**src/rtl/button_accumulator.sv**
```systemverilog
// button_accumulator: synchronises a debounced push-button, detects its
// falling edge and on each edge adds or subtracts an operand to a WIDTH-bit
// accumulator (wrap or saturate). It also reports a value window, keeps a
// sticky overflow flag and counts accepted presses.
module button_accumulator #(
  parameter int unsigned WIDTH    = 4,
  parameter int unsigned NUM_W    = 2,
  parameter int unsigned SATURATE = 0,
  parameter int unsigned WIN_LO   = 1,
  parameter int unsigned WIN_HI   = 2,
  parameter int unsigned CNT_W    = 8
) (
  input  logic             clk,
  input  logic             reset_n,
  input  logic             button_stable,
  input  logic [NUM_W-1:0] num,
  input  logic             sub,
  input  logic             clear,
  output logic [WIDTH-1:0] accumulated_value,
  output logic             signal_out,
  output logic             update_pulse,
  output logic             overflow,
  output logic [CNT_W-1:0] press_count
);

  // Window bounds widened by one bit so the upper compare never folds to a
  // constant when WIN_HI is the largest representable value.
  localparam logic [WIDTH:0] LO_X = WIN_LO[WIDTH:0];
  localparam logic [WIDTH:0] HI_X = WIN_HI[WIDTH:0];

  // Raw add/subtract on WIDTH+1 bits; returns {carry_or_borrow, wrapped sum}.
  function automatic logic [WIDTH:0] accumulate(input logic [WIDTH-1:0] acc,
                                                input logic [WIDTH:0]   opd,
                                                input logic             do_sub);
    logic [WIDTH:0] t;
    logic           ovf;
    if (do_sub) begin
      t   = {1'b0, acc} - opd;
      ovf = ({1'b0, acc} < opd);
    end else begin
      t   = {1'b0, acc} + opd;
      ovf = t[WIDTH];
    end
    return {ovf, t[WIDTH-1:0]};
  endfunction

  // Clamp to the rail that was crossed when saturation is enabled.
  function automatic logic [WIDTH-1:0] saturate(input logic [WIDTH-1:0] wrapped,
                                                input logic             ovf,
                                                input logic             do_sub);
    logic [WIDTH-1:0] res;
    res = wrapped;
    if ((SATURATE != 0) && ovf) begin
      res = do_sub ? '0 : '1;
    end
    return res;
  endfunction

  logic             s1_q, s2_q, s3_q;
  logic             s1_d, s2_d, s3_d;
  logic             fall;
  logic [WIDTH-1:0] acc_q, acc_d;
  logic             ovf_q, ovf_d;
  logic [CNT_W-1:0] cnt_q, cnt_d;
  logic             pulse_q, pulse_d;
  logic [WIDTH:0]   num_x;
  logic [WIDTH:0]   step_res;
  logic             step_ovf;
  logic [WIDTH-1:0] step_val;
  logic [WIDTH:0]   acc_x;
  logic             in_lo, in_hi;

  // Synchroniser chain and falling-edge detect (s3 still high, s2 already low).
  always_comb begin
    s1_d = button_stable;
    s2_d = s1_q;
    s3_d = s2_q;
    fall = s3_q & ~s2_q;
  end

  // Next-value arithmetic for the pending event; num is zero-extended.
  always_comb begin
    num_x            = '0;
    num_x[NUM_W-1:0] = num;
    step_res         = accumulate(acc_q, num_x, sub);
    step_ovf         = step_res[WIDTH];
    step_val         = saturate(step_res[WIDTH-1:0], step_ovf, sub);
  end

  // Accumulator/overflow/counter update; clear beats a coincident event.
  always_comb begin
    acc_d   = acc_q;
    ovf_d   = ovf_q;
    cnt_d   = cnt_q;
    pulse_d = 1'b0;
    if (clear) begin
      acc_d = '0;
      ovf_d = 1'b0;
    end else if (fall) begin
      acc_d   = step_val;
      ovf_d   = ovf_q | step_ovf;
      cnt_d   = cnt_q + CNT_W'(1);
      pulse_d = 1'b1;
    end
  end

  // State registers; every flop returns to zero on reset, so a button held
  // low through reset cannot fake an edge.
  always_ff @(posedge clk or negedge reset_n) begin
    if (!reset_n) begin
      s1_q    <= 1'b0;
      s2_q    <= 1'b0;
      s3_q    <= 1'b0;
      acc_q   <= '0;
      ovf_q   <= 1'b0;
      cnt_q   <= '0;
      pulse_q <= 1'b0;
    end else begin
      s1_q    <= s1_d;
      s2_q    <= s2_d;
      s3_q    <= s3_d;
      acc_q   <= acc_d;
      ovf_q   <= ovf_d;
      cnt_q   <= cnt_d;
      pulse_q <= pulse_d;
    end
  end

  // Window compare on the registered value, no added latency.
  assign acc_x = {1'b0, acc_q};
  generate
    if (WIN_LO == 0) begin : g_lo_open
      assign in_lo = 1'b1;
    end else begin : g_lo_cmp
      assign in_lo = (acc_x >= LO_X);
    end
  endgenerate
  assign in_hi = (acc_x <= HI_X);

  assign accumulated_value = acc_q;
  assign signal_out        = in_lo & in_hi;
  assign update_pulse      = pulse_q;
  assign overflow          = ovf_q;
  assign press_count       = cnt_q;

endmodule

```
**config.mk**
```make
export PLATFORM = sky130hd
export DESIGN_NAME = button_accumulator
export DESIGN_NICKNAME = d
export VERILOG_FILES = /design/src/rtl/button_accumulator.sv
export SDC_FILE = /design/constraint.sdc
export NUM_CORES = 1
export LEC_CHECK = 0
export ABC_AREA = 1
export BUFFER_PORTS_ARGS = -buffer_cell sky130_fd_sc_hd__buf_2
export CORE_MARGIN = 5
export CORE_UTILIZATION = 51
export CTS_CLUSTER_SIZE = 14
export DETAILED_ROUTE_END_ITERATION = 16
export GPL_TIMING_DRIVEN = 0
export PLACE_DENSITY = 0.84
export SETUP_SLACK_MARGIN = 0.05
export SYNTH_ARGS = -nofsm -noshare
export SYNTH_HDL_FRONTEND = slang
export SYNTH_SLANG_ARGS = --single-unit
```
**constraint.sdc**
```tcl
create_clock -name clk -period 1.8 [get_ports clk]
set_input_delay 0.36 -clock clk [delete_from_list [all_inputs] [get_ports clk]]
set_output_delay 0.36 -clock clk [all_outputs]
set_load 0.005 [all_outputs]
```
* After elaboration in Yosys (flattened, before gate mapping)
Cells that the tools add are included.
** Storage, ports and cells
- Register bits after elaboration :: 17
- Bits in latches :: 0
- Bits in writable memories :: 0
- ROM bits :: 0
- Input bits :: 7
- Output and inout port bits :: 15
- Logic and storage cells :: 28
- Memories kept :: 0
** Cells by class
- Add/subtract/negate cells :: 3
- Multiply operators :: 0
- Divide/modulo/power cells :: 0
- Magnitude comparators :: 3
- Equal/unequal tests :: 0
- Shift-type cells :: 0
- Multiplexer cells :: 8
- Bitwise gates (word level) :: 5
- Reductions and logical operators :: 2
** Operators by type and width (count)
- 4-bit 2-to-1 mux :: 3
- 8-bit by 1-bit adder with 8-bit output (second input constant) :: 1
- 4-bit by 2-bit adder with 5-bit output :: 1
- 1-bit 2-to-1 mux :: 5
- 4-bit by 1-bit greater-or-equal comparator with 1-bit output (second input constant) :: 1
- 4-bit by 2-bit <= comparator with 1-bit output (second input constant) :: 1
- 4-bit by 2-bit less-than comparator with 1-bit output :: 1
- 4-bit by 2-bit subtractor with 4-bit output :: 1
- 1-bit bitwise AND :: 2
- 1-bit inverter :: 2
- 2-bit AND reduction :: 1
- 2-bit nonzero test :: 1
- 1-bit bitwise OR :: 1

* Longest topological paths before layout
Gate-level depths: netlist of run 1.
- Word-level depth :: 5
- Depth in mapped cells :: 10
- Mapped depth without buffers :: 10

* Least setup slack after synthesis of run 1
OpenSTA, ideal clock, no wires.
- Path type :: register to register
- From :: register acc_q[0] (netlist: accumulated_value[0])
- To :: register acc_q[2] (netlist: accumulated_value[2])
- Library setup time :: 117 ps
- Arrival :: 1379 ps
- Required time :: 1683 ps
- Path slack :: 304 ps
- Cell stages (with the launch flop) :: 8
- Path buffers :: 0
- Cells stage by stage :: dfrtp_1 > inv_1 > ha_1 > fa_1 > o211ai_1 > nand2_1 > nand2_1 > nor2_1
** On the way
- Longest elaborated chain between the ends :: 4
- Elaborated cells between the ends (all ways) :: 5
- Those cells by class :: 2 x add/sub; 3 x mux
** Ends and longest elaborated chain
- from (decl) :: RTL line 62 : logic [WIDTH-1:0] acc_q, acc_d;
- from (signal assigned) :: RTL line 114 : acc_q <= '0;
- from (signal assigned) :: RTL line 122 : acc_q <= acc_d;
- 4-bit by 2-bit adder with 5-bit output / 4-bit by 2-bit subtractor with 4-bit output (equally long branches) :: RTL line 41, 38
- 4-bit 2-to-1 mux (*) :: RTL line 37 : if (do_sub) begin
- 4-bit 2-to-1 mux (*) :: RTL line 99 : end else if (fall) begin
- 4-bit 2-to-1 mux (*) :: RTL line 96 : if (clear) begin
Mark *: on every way between the ends. The rest lies on a longest branch, timed or not. The select of a mux whose other input is x is not followed.
A chain may end at the register's enable or synchronous reset.

* Worst setup path after layout of run 1
Same ends and word-level chain as after synthesis.

==> reports/summary.txt, run 1 <==
Placed Cells = 149
min Tclk post-route = 1.587 ns
vias in the first global route = 697
Routed Antenna Nets = 0
synthesized net count = 117
most numerous cell in the Yosys netlist = nand2_1
Hold Path Class = input port to flop
dpl hpwl = 1.373 mm
number of distinct library cells after synthesis = 22
CP max FO = 4
internal power = 620.3 uW
top cell type's share of synthesized area = 46.13%
Syn Inst Count = 103
CP Capture Type = flop
routed vias = 715
routed vias/inst = 4.643
Hold WS = 0.1870 ns
DR iter-0 viols = 13
n_diodes = 0
Residual DRC = 0
Setup-failing EPs final = 0
Root Driver = clkbuf_4
Reg clk slew, reported paths = 0.09 ns
register area share after synthesis = 46.13%
Worst-Margin Slew = 0.3637 ns
WP data arrival = 1.77 ns
CP required = 1.98 ns
non-filler cells, final = 154
MaxCap Viol Count = 0
RSZ-0062 raised after global routing = no
critical path launch point type = flop
final period utilization = 88.15%
area of the core = 1727 um2
clock latency on the worst-skew pair = 0.28 ns
max_slew headroom = 75.75%
synthesis-stage register bit count = 17
proportion of layout cells with a drive suffix above 1 = 24.81%
power consumption = 893.5 uW
WL final = 1.679 mm
number of synthesized flops with an enable pin = 0
combinational power share = 23.6%
slowest cell delay on critical path = 0.40 ns
Leakage = 0.6172 nW
grt ovf = 0
Worst Slack Setup Final = 0.2133 ns
switching share of power = 30.57%
Final Max Tran Viols = 0
status = complete, no violations
final hold violation count = 0
Synth Area per Inst = 8.953 um2
H-Tree Depth = 1
Clk network pwr share = 21.2%
WL per Instance = 10.90 um
GPL Wtd Cong = 0.8555
Seq pwr share = 55.2%
CP max stage cell = dfrtp_1
first-pass GRT wire length = 2.953 mm
I/O Pins = 22
nets@finish = 144
Die W = 52.52 um
Syn. warnings = 0
fin util = 63.41%
clock skew = 0.006866 ns
CTS Buffer Depth = 2
CP Class = flop to flop
asr flop ratio synth = 100.0%
drt pass-1 iters = 4
GR Util All Layers = 14.51%
FMAX = 630.2 MHz
design area = 1095 um2
Num CTS Buffers = 3
most frequent CP cell = nand2_1
Post-synth top flop = dfrtp_1
critical-path cell list = inv_1 > ha_1 > fa_1 > o211ai_1 > nand2_1 > nand2_1 > nor2_1
Placement Cell Area = 1059 um2
sw power = 273.2 uW
die height = 52.52 um
pwr dens = 816.2 nW/um2
pre-CTS WS = 0.1907 ns
Starting Density = 53.41%
antenna violations before repair = 0
# rows = 15
CTS tree = built
dominant cell type by area after synthesis = dfrtp_1
Num Clock Sinks = 17
setup_tns = 0 ns
worst vdd ir = 0.5331 mV
Synth top cells by count = nand2_1, inv_1, dfrtp_1
I/O Buffers = 21
Worst Path Buf+Inv = 1
Mapped Area = 922.1 um2
Synth area leaders = dfrtp_1, nand2_1, inv_1
pin count of the biggest net entering global routing = 18
postcts setup bufs = 0
Area growth syn-to-layout = 18.72%
DIE AREA = 2758 um2
delay-heaviest family, CP = adder cells
==> per-layer routing <==
layer  GRT usage (%)  part of all wire (%)
met1           18.21                    46
met2           24.38                    49
met3           4.274                   4.2
met4           3.404                  0.71
met5               0                     0
==> worst reg2reg max path: stages (launching register included) <==
cell	delay (ns)
dfrtp_1	0.40
inv_1	0.07
ha_1	0.20
fa_1	0.39
o211ai_1	0.25
nand2_1	0.08
nand2_1	0.06
nor2_1	0.04
==> worst paths after layout <==
kind	to	slack (ns)	start	cells past startpoint
worst max register to register	accumulated_value[2]	0.21	accumulated_value[0]	7
worst min register to register	s2_q	0.36	s1_q	0
min in group asynchronous	accumulated_value[3]	0.51	reset_n	2
worst max-delay path	accumulated_value[2]	0.21	accumulated_value[0]	7
worst min-delay path	s1_q	0.19	button_stable	1
max in group asynchronous	accumulated_value[0]	1.02	reset_n	2
==> sequential cells by signal, summed over array words and instances, names as in the netlist <==
| register | flops |
|---|---|
| s2_q | 1 |
| accumulated_value | 4 |
| s1_q | 1 |
| update_pulse | 1 |
| overflow | 1 |
| press_count | 8 |
| s3_q | 1 |
==> area by class of cell <==
cell class,instances,area [um2]
fillers,149,631.9
flip-flops and latches,17,425.4
multi-input cells,66,421.7
repair buffers,22,115.1
inverters,20,75.07
well taps,25,31.28
clock buffers,4,26.28
==> layout by cell type (no fill, tap or decap) <==
master and instances:
fa_1 2, inv_1 19, xnor2_1 4, nand3_1 6
o21ai_0 3, o21ai_1 1, nand2_2 1, clkbuf_4 3
clkbuf_1 1, nand4_1 1, nand3_2 1, o22ai_1 1
nand2_1 23, inv_2 1, dfrtp_1 17, nor2_4 3
xor2_1 2, buf_2 21, o211ai_1 1, nor2_1 8
nor3_1 1, o31ai_1 1, ha_1 5, dlygate4sd3_1 1
nor2_2 1, nand2_4 1
==> cells by family after synthesis <==
| family | after synthesis | share of synthesized area (%) |
|---|---|---|
| xor+xnor | 6 | 5.699 |
| buf+inv | 20 | 8.141 |
| flops | 17 | 46.13 |
| fa+ha+maj | 7 | 11.13 |
| simple gates | 46 | 24.42 |
| compound gates | 7 | 4.478 |
==> power by group through the flow <==
stage	clock network, mW	registers [mW]	logic (mW)
final	0.190	0.493	0.211
after global routing	0.217	0.501	0.241
after CTS	0.202	0.494	0.216
after detailed placement	0	0.501	0.213
after global placement	0	0.496	0.208
after floorplan	0	0.499	0.120
==> timing repair <==
| action | CTS | global route |
|---|---|---|
| resized for setup | 0 | 0 |
| hold buffers | 1 | 0 |
| endpoints found under the hold margin | 17 | 0 |
| setup endpoints to repair | 0 | 0 |
(Power assumes the default switching activity.)
==> run 2: changes to the inputs <==
==> constraint.sdc (replaced) <==
create_clock -name clk -period 1.6 [get_ports clk]
set_input_delay 0.32 -clock clk [delete_from_list [all_inputs] [get_ports clk]]
set_output_delay 0.32 -clock clk [all_outputs]
set_load 0.005 [all_outputs]
==> run 2 against run 1 <==
  * Clock skew is essentially flat
  * Sequential power grew 12%
  * Worst setup slack worse by 0.14 ns
  * Routed wire length up 2.1%
  * Core utilization is 1.2 points higher
  * Final cell count is 0.65% higher
  * Combinational power is 16% higher
  * Clock power up 13%
  * Sequential share of layout area shrank 0.70 points
  * Critical path depth down 3
  * Largest cell class is now multi-input gates
==> reports/summary.txt, run 2 (synthesis results as in run 1) <==
status = complete, no violations (unchanged)
reg2reg end = accumulated_value[1] (was accumulated_value[2])
grt ovf = 0 (unchanged)
Reg clk slew, reported paths = 0.08 ns (was 0.09 ns)
worst hold endpoint = s1_q (unchanged)
critical-path cell list = buf_4 > xnor2_1 > nor3_1 > buf_2 (was inv_1 > ha_1 > fa_1 > o211ai_1 > nand2_1 > nand2_1 > nor2_1)
routed vias/inst = 4.606 (was 4.643)
drt pass-1 iters = 2 (was 4)
Hold Path Class = input port to flop (unchanged)
CP Capture Type = output pin (was flop)
Root Driver = clkbuf_4 (unchanged)
Starting Density = 53.41% (unchanged)
Hold Startpoint = button_stable (unchanged)
slowest cell delay on critical path = 0.41 ns (was 0.40 ns)
final hold violation count = 0 (unchanged)
vias in the first global route = 703 (was 697)
CP required = 1.28 ns (was 1.98 ns)
CTS tree = built (unchanged)
worst vdd ir = 0.5986 mV (was 0.5331 mV)
critical path launch point type = flop (unchanged)
nets@finish = 145 (was 144)
Num CTS Buffers = 3 (unchanged)
Routed Antenna Nets = 0 (unchanged)
Worst-Margin Slew = 0.3622 ns (was 0.3637 ns)
Setup-failing EPs final = 0 (unchanged)
Worst R2R Path Depth = 6 (was 7)
CP max stage cell = dfrtp_1 (unchanged)
RSZ-0062 raised after global routing = yes (was no)
Critical R2R Launch = accumulated_value[0] (unchanged)
GR Util All Layers = 14.57% (was 14.51%)
pwr dens = 907.9 nW/um2 (was 816.2 nW/um2)
CTS Buffer Depth = 2 (unchanged)
final period utilization = 95.37%
area of the core = 1727 um2 (unchanged)
max_slew headroom = 75.85% (was 75.75%)
WP data arrival = 1.21 ns (was 1.77 ns)
clock latency on the worst-skew pair = 0.28 ns (about the same)
FMAX = 655.3 MHz
pin count of the biggest net entering global routing = 18 (unchanged)
Placed Cells = 149 (unchanged)
proportion of layout cells with a drive suffix above 1 = 28.46% (was 24.81%)
WL final = 1.715 mm (was 1.679 mm)
min Tclk post-route = 1.526 ns
internal reg-to-reg setup slack = 0.09 ns (was 0.21 ns)
Leakage = 0.6218 nW (was 0.6172 nW)
Num Clock Sinks = 17 (unchanged)
worst hold path depth = 1 (unchanged)
antenna violations before repair = 0 (unchanged)
I/O Buffers = 21 (unchanged)
routed vias = 714 (was 715)
clock skew = 0.006705 ns (was 0.006866 ns)
WL per Instance = 11.06 um (was 10.90 um)
DR iter-0 viols = 5 (was 13)
dpl hpwl = 1.373 mm (unchanged)
fillers = 146 (was 149)
CP max FO = 4 (unchanged)
DIE AREA = 2758 um2 (unchanged)
Area growth syn-to-layout = 20.90% (was 18.72%)
non-filler cells, final = 155 (was 154)
max FFs per register = 8 (unchanged)
Die W = 52.52 um (unchanged)
n_diodes = 0 (unchanged)
GPL Wtd Cong = 0.8555 (unchanged)
first-pass GRT wire length = 2.960 mm (was 2.953 mm)
setup_tns = 0 ns (unchanged)
MaxCap Viol Count = 0 (unchanged)
Final Max Tran Viols = 0 (unchanged)
I/O Pins = 22 (unchanged)
Residual DRC = 0 (unchanged)
most common cell after layout, fill and taps aside = nand2_1 (unchanged)
die height = 52.52 um (unchanged)
# rows = 15 (unchanged)
H-Tree Depth = 1 (unchanged)
CP Class = flop to output pin (was flop to flop)
most frequent cells in the layout = nand2_1, buf_2, inv_1 (unchanged)
[run 2: per-layer routing]
layer  part of all wire (%)  GRT usage, %  up-vias
li1                       -             -      368
met1                     45         18.21      328
met2                     50         24.38       16
met3                    4.2         4.274        2
met4                   0.70         3.830        0
met5                      0             0        -
[run 2: stage by stage]
step | hold WS (ns) | area, um2 | util, % | setup slack [ns] | total power [mW]
after floorplan | 0.02441 | 922.1 | - | 0.1043 | 0.6960
after global placement | 0.2585 | 1059 | 61.30 | 0.04770 | 0.7920
after detailed placement | 0.2635 | 1059 | 61.30 | 0.02124 | 0.8036
after CTS | 0.1356 | 1107 | 64.13 | 0.05263 | 1.030
after global routing | 0.1319 | 1115 | 64.57 | 0.0006257 | 1.085
final | 0.1467 | 1115 | 64.57 | 0.07400 | 1.012
[run 2: area by class of cell]
| class | instances | area (um2) | area share [%] |
|---|---|---|---|
| inverter | 20 | 75.07 | 6.734 |
| sequential | 17 | 425.4 | 38.16 |
| multi-input combinational | 66 | 434.2 | 38.94 |
| clock buffer | 4 | 26.28 | 2.357 |
| tap | 25 | 31.28 | 2.806 |
| timing repair buffer | 23 | 122.6 | 11.00 |
[run 2: what timing repair did]
action	CTS	global route
gates resized for setup	2	4
hold buffers	1	0
pin swaps	1	1
setup endpoints to repair	3	4
endpoints found under the hold margin	17	0
buffers inserted	1	0
[run 2: report_power, final]
group          leakage, nW  switching (mW)  internal (mW)  total (mW)
clock network       0.0150           0.117         0.0967       0.214
logic                0.390           0.128          0.116       0.244
registers            0.217          0.0651          0.489       0.554
[run 2: worst max-delay path by stage]
stage                               from              endpoint  slack, ns  depth (start not counted)
detailed placement  accumulated_value[0]  accumulated_value[1]       0.02                          6
finish              accumulated_value[0]            signal_out       0.07                          4
CTS                 accumulated_value[0]  accumulated_value[1]       0.05                          6
global placement    accumulated_value[0]  accumulated_value[1]       0.05                          6
global route        accumulated_value[0]  accumulated_value[1]     0.0006                          6
floorplan           accumulated_value[0]  accumulated_value[2]       0.10                          7
[run 2: critical path: cells and delay by family (launching register included)]
kind | cells | cell delay (ns)
xor+xnor | 1 | 0.12
buf+inv | 2 | 0.28
flops | 1 | 0.41
simple gates | 1 | 0.12
==> run 3: changes to the inputs <==
--- a/config.mk
+++ b/config.mk
@@ -6,7 +6,7 @@
 export NUM_CORES = 1
 export LEC_CHECK = 0
 export ABC_AREA = 1
-export BUFFER_PORTS_ARGS = -buffer_cell sky130_fd_sc_hd__buf_2
+export BUFFER_PORTS_ARGS = -buffer_cell sky130_fd_sc_hd__buf_4
 export CORE_MARGIN = 5
 export CORE_UTILIZATION = 51
 export CTS_CLUSTER_SIZE = 14
==> run 3 against run 2 <==
  * Clock power rose by 2%
  * Via count up 4.2%
  * Die area unchanged
  * Global-route usage is 0.51 points higher
  * Total power up 6.0%
  * Non-clock buffer count up 2
  * Flip-flop and latch count did not move
  * Worst hold slack got worse by 0.0033 ns
  * First-iteration DRC count increased by 80%
  * Count of clock-buffer cells in the layout unchanged
  * Fmax shrank 3.9%
  * Final cell count rose by 1.3%
==> reports/summary.txt, run 3 (synthesis results as in run 1) <==
pin count of the biggest net entering global routing = 18 (unchanged)
clock latency on the worst-skew pair = 0.28 ns (about the same)
Seq pwr share = 52.2% (was 54.8%)
power consumption = 1.073 mW (was 1.012 mW)
Num Clock Sinks = 17 (unchanged)
critical-path cell list = buf_6 > xnor2_2 > nor3_2 > buf_4 (was buf_4 > xnor2_1 > nor3_1 > buf_2)
I/O Pins = 22 (unchanged)
CP required = 1.28 ns (about the same)
WP data arrival = 1.27 ns (was 1.21 ns)
n_diodes = 0 (unchanged)
Worst R2R Path Depth = 6 (unchanged)
reg2reg end = accumulated_value[1] (unchanged)
critical path launch point type = flop (unchanged)
RSZ-0062 raised after global routing = yes (unchanged)
internal power = 745.1 uW (was 701.6 uW)
H-Tree Depth = 1 (unchanged)
Clk network pwr share = 20.3% (was 21.1%)
Hold Startpoint = button_stable (unchanged)
grt ovf = 0 (unchanged)
die height = 52.52 um (unchanged)
WL per Instance = 11.62 um (was 11.06 um)
max_slew headroom = 80.58% (was 75.85%)
design area = 1212 um2 (was 1115 um2)
Hold Path Class = input port to flop (unchanged)
Residual DRC = 0 (unchanged)
CP max FO = 4 (unchanged)
routed vias/inst = 4.739 (was 4.606)
Num CTS Buffers = 3 (unchanged)
antenna violations before repair = 0 (unchanged)
status = complete, no violations (unchanged)
most frequent cells in the layout = nand2_1, buf_4, inv_1 (was nand2_1, buf_2, inv_1)
FMAX = 629.8 MHz (was 655.3 MHz)
CP Capture Type = output pin (unchanged)
Placement Cell Area = 1111 um2 (was 1059 um2)
dpl hpwl = 1.419 mm (was 1.373 mm)
Area growth syn-to-layout = 31.48% (was 20.90%)
Reg clk slew, reported paths = 0.08 ns (about the same)
Die W = 52.52 um (unchanged)
CP Class = flop to output pin (unchanged)
nets@finish = 147 (was 145)
WL final = 1.824 mm (was 1.715 mm)
proportion of layout cells with a drive suffix above 1 = 34.09% (was 28.46%)
DR iter-0 viols = 9 (was 5)
final hold violation count = 0 (unchanged)
Root Driver = clkbuf_4 (unchanged)
Routed Antenna Nets = 0 (unchanged)
Setup-failing EPs final = 0 (unchanged)
worst vdd ir = 0.7177 mV (was 0.5986 mV)
# rows = 15 (unchanged)
MaxCap Viol Count = 0 (unchanged)
routed vias = 744 (was 714)
fillers = 132 (was 146)
Starting Density = 53.41% (unchanged)
worst hold endpoint = s1_q (unchanged)
min Tclk post-route = 1.588 ns (was 1.526 ns)
internal reg-to-reg setup slack = 0.04 ns (was 0.09 ns)
final period utilization = 99.23% (was 95.37%)
combinational power share = 27.5% (was 24.1%)
switching share of power = 30.55% (was 30.68%)
slowest cell delay on critical path = 0.44 ns (was 0.41 ns)
drt pass-1 iters = 3 (was 2)
sw power = 327.8 uW (was 310.6 uW)
Leakage = 0.6435 nW (was 0.6218 nW)
CTS Buffer Depth = 2 (unchanged)
GR Util All Layers = 15.08% (was 14.57%)
GPL Wtd Cong = 0.8413 (was 0.8555)
vias in the first global route = 737 (was 703)
worst hold path depth = 1 (unchanged)
I/O Buffers = 21 (unchanged)
max FFs per register = 8 (unchanged)
pwr dens = 884.9 nW/um2 (was 907.9 nW/um2)
area of the core = 1727 um2 (unchanged)
clock skew = 0.006455 ns (was 0.006705 ns)
Critical R2R Launch = accumulated_value[0] (unchanged)
Final Max Tran Viols = 0 (unchanged)
CTS tree = built (unchanged)
Worst-Margin Slew = 0.2883 ns (was 0.3622 ns)
DIE AREA = 2758 um2 (unchanged)
CP max stage cell = dfrtp_1 (unchanged)
first-pass GRT wire length = 3.105 mm (was 2.960 mm)
-- run 3: final cells by class --
class / instances / area (um2) / area share [%]
clock buffer: 4 / 26.28 / 2.167
inverter: 20 / 75.07 / 6.192
multi-input combinational: 66 / 459.2 / 37.87
sequential: 17 / 426.7 / 35.19
tap: 25 / 31.28 / 2.580
timing repair buffer: 25 / 193.9 / 16.00
-- run 3: per-layer routing --
layer / GRT usage (%) / vias up / wire length (um) / share of wire (%)
met3: 4.274 / 2 / 72 / 3.9
met5: 0 / - / 0 / 0
met1: 18.26 / 353 / 789 / 43
met4: 4.681 / 0 / 16 / 0.88
met2: 25.62 / 17 / 946 / 52
li1: - / 372 / - / -
-- run 3: power by group through the flow --
stage,Sequential [mW],Clock [mW],Combinational [mW]
after floorplan,0.561,0,0.135
after global placement,0.562,0,0.267
after detailed placement,0.566,0,0.282
after CTS,0.559,0.229,0.287
after global routing,0.573,0.256,0.332
final,0.560,0.218,0.295
-- run 3: critical path, delay by kind of cell (launching register included) --
kind	cells	cell delay, ns
buf+inv	2	0.27
flops	1	0.44
simple gates	1	0.15
xor+xnor	1	0.13
-- run 3: metrics by stage --
step	TNS (ns)	util [%]	hold slack, ns	setup WS, ns	instances
2_1_floorplan	0	-	0.02441	0.1043	103
3_3_place_gp	0	64.35	0.1919	0.04681	149
3_5_place_dp	0	64.35	0.1928	0.004163	149
4_1_cts	0	66.88	0.1342	0.03068	155
5_1_grt	-0.1103	70.22	0.1147	-0.07879	157
6_report	0	70.22	0.1434	0.01228	157
-- run 3: how the worst max path moves through the flow --
stage | endpoint | slack, ns | cells past startpoint | from
floorplan | accumulated_value[2] | 0.10 | 7 | accumulated_value[0]
global placement | accumulated_value[1] | 0.05 | 6 | accumulated_value[0]
detailed placement | accumulated_value[2] | 0.004 | 7 | accumulated_value[0]
CTS | accumulated_value[2] | 0.03 | 7 | accumulated_value[0]
global route | signal_out | -0.08 | 4 | accumulated_value[0]
finish | signal_out | 0.01 | 4 | accumulated_value[0]
-- run 3: what timing repair did --
item                                   in CTS  in global routing
pin swaps                                   1                  6
endpoints found under the hold margin      17                  0
setup endpoints to repair                   2                  4
setup buffers                               1                  2
hold buffers                                1                  0
gates resized for setup                     0                 14
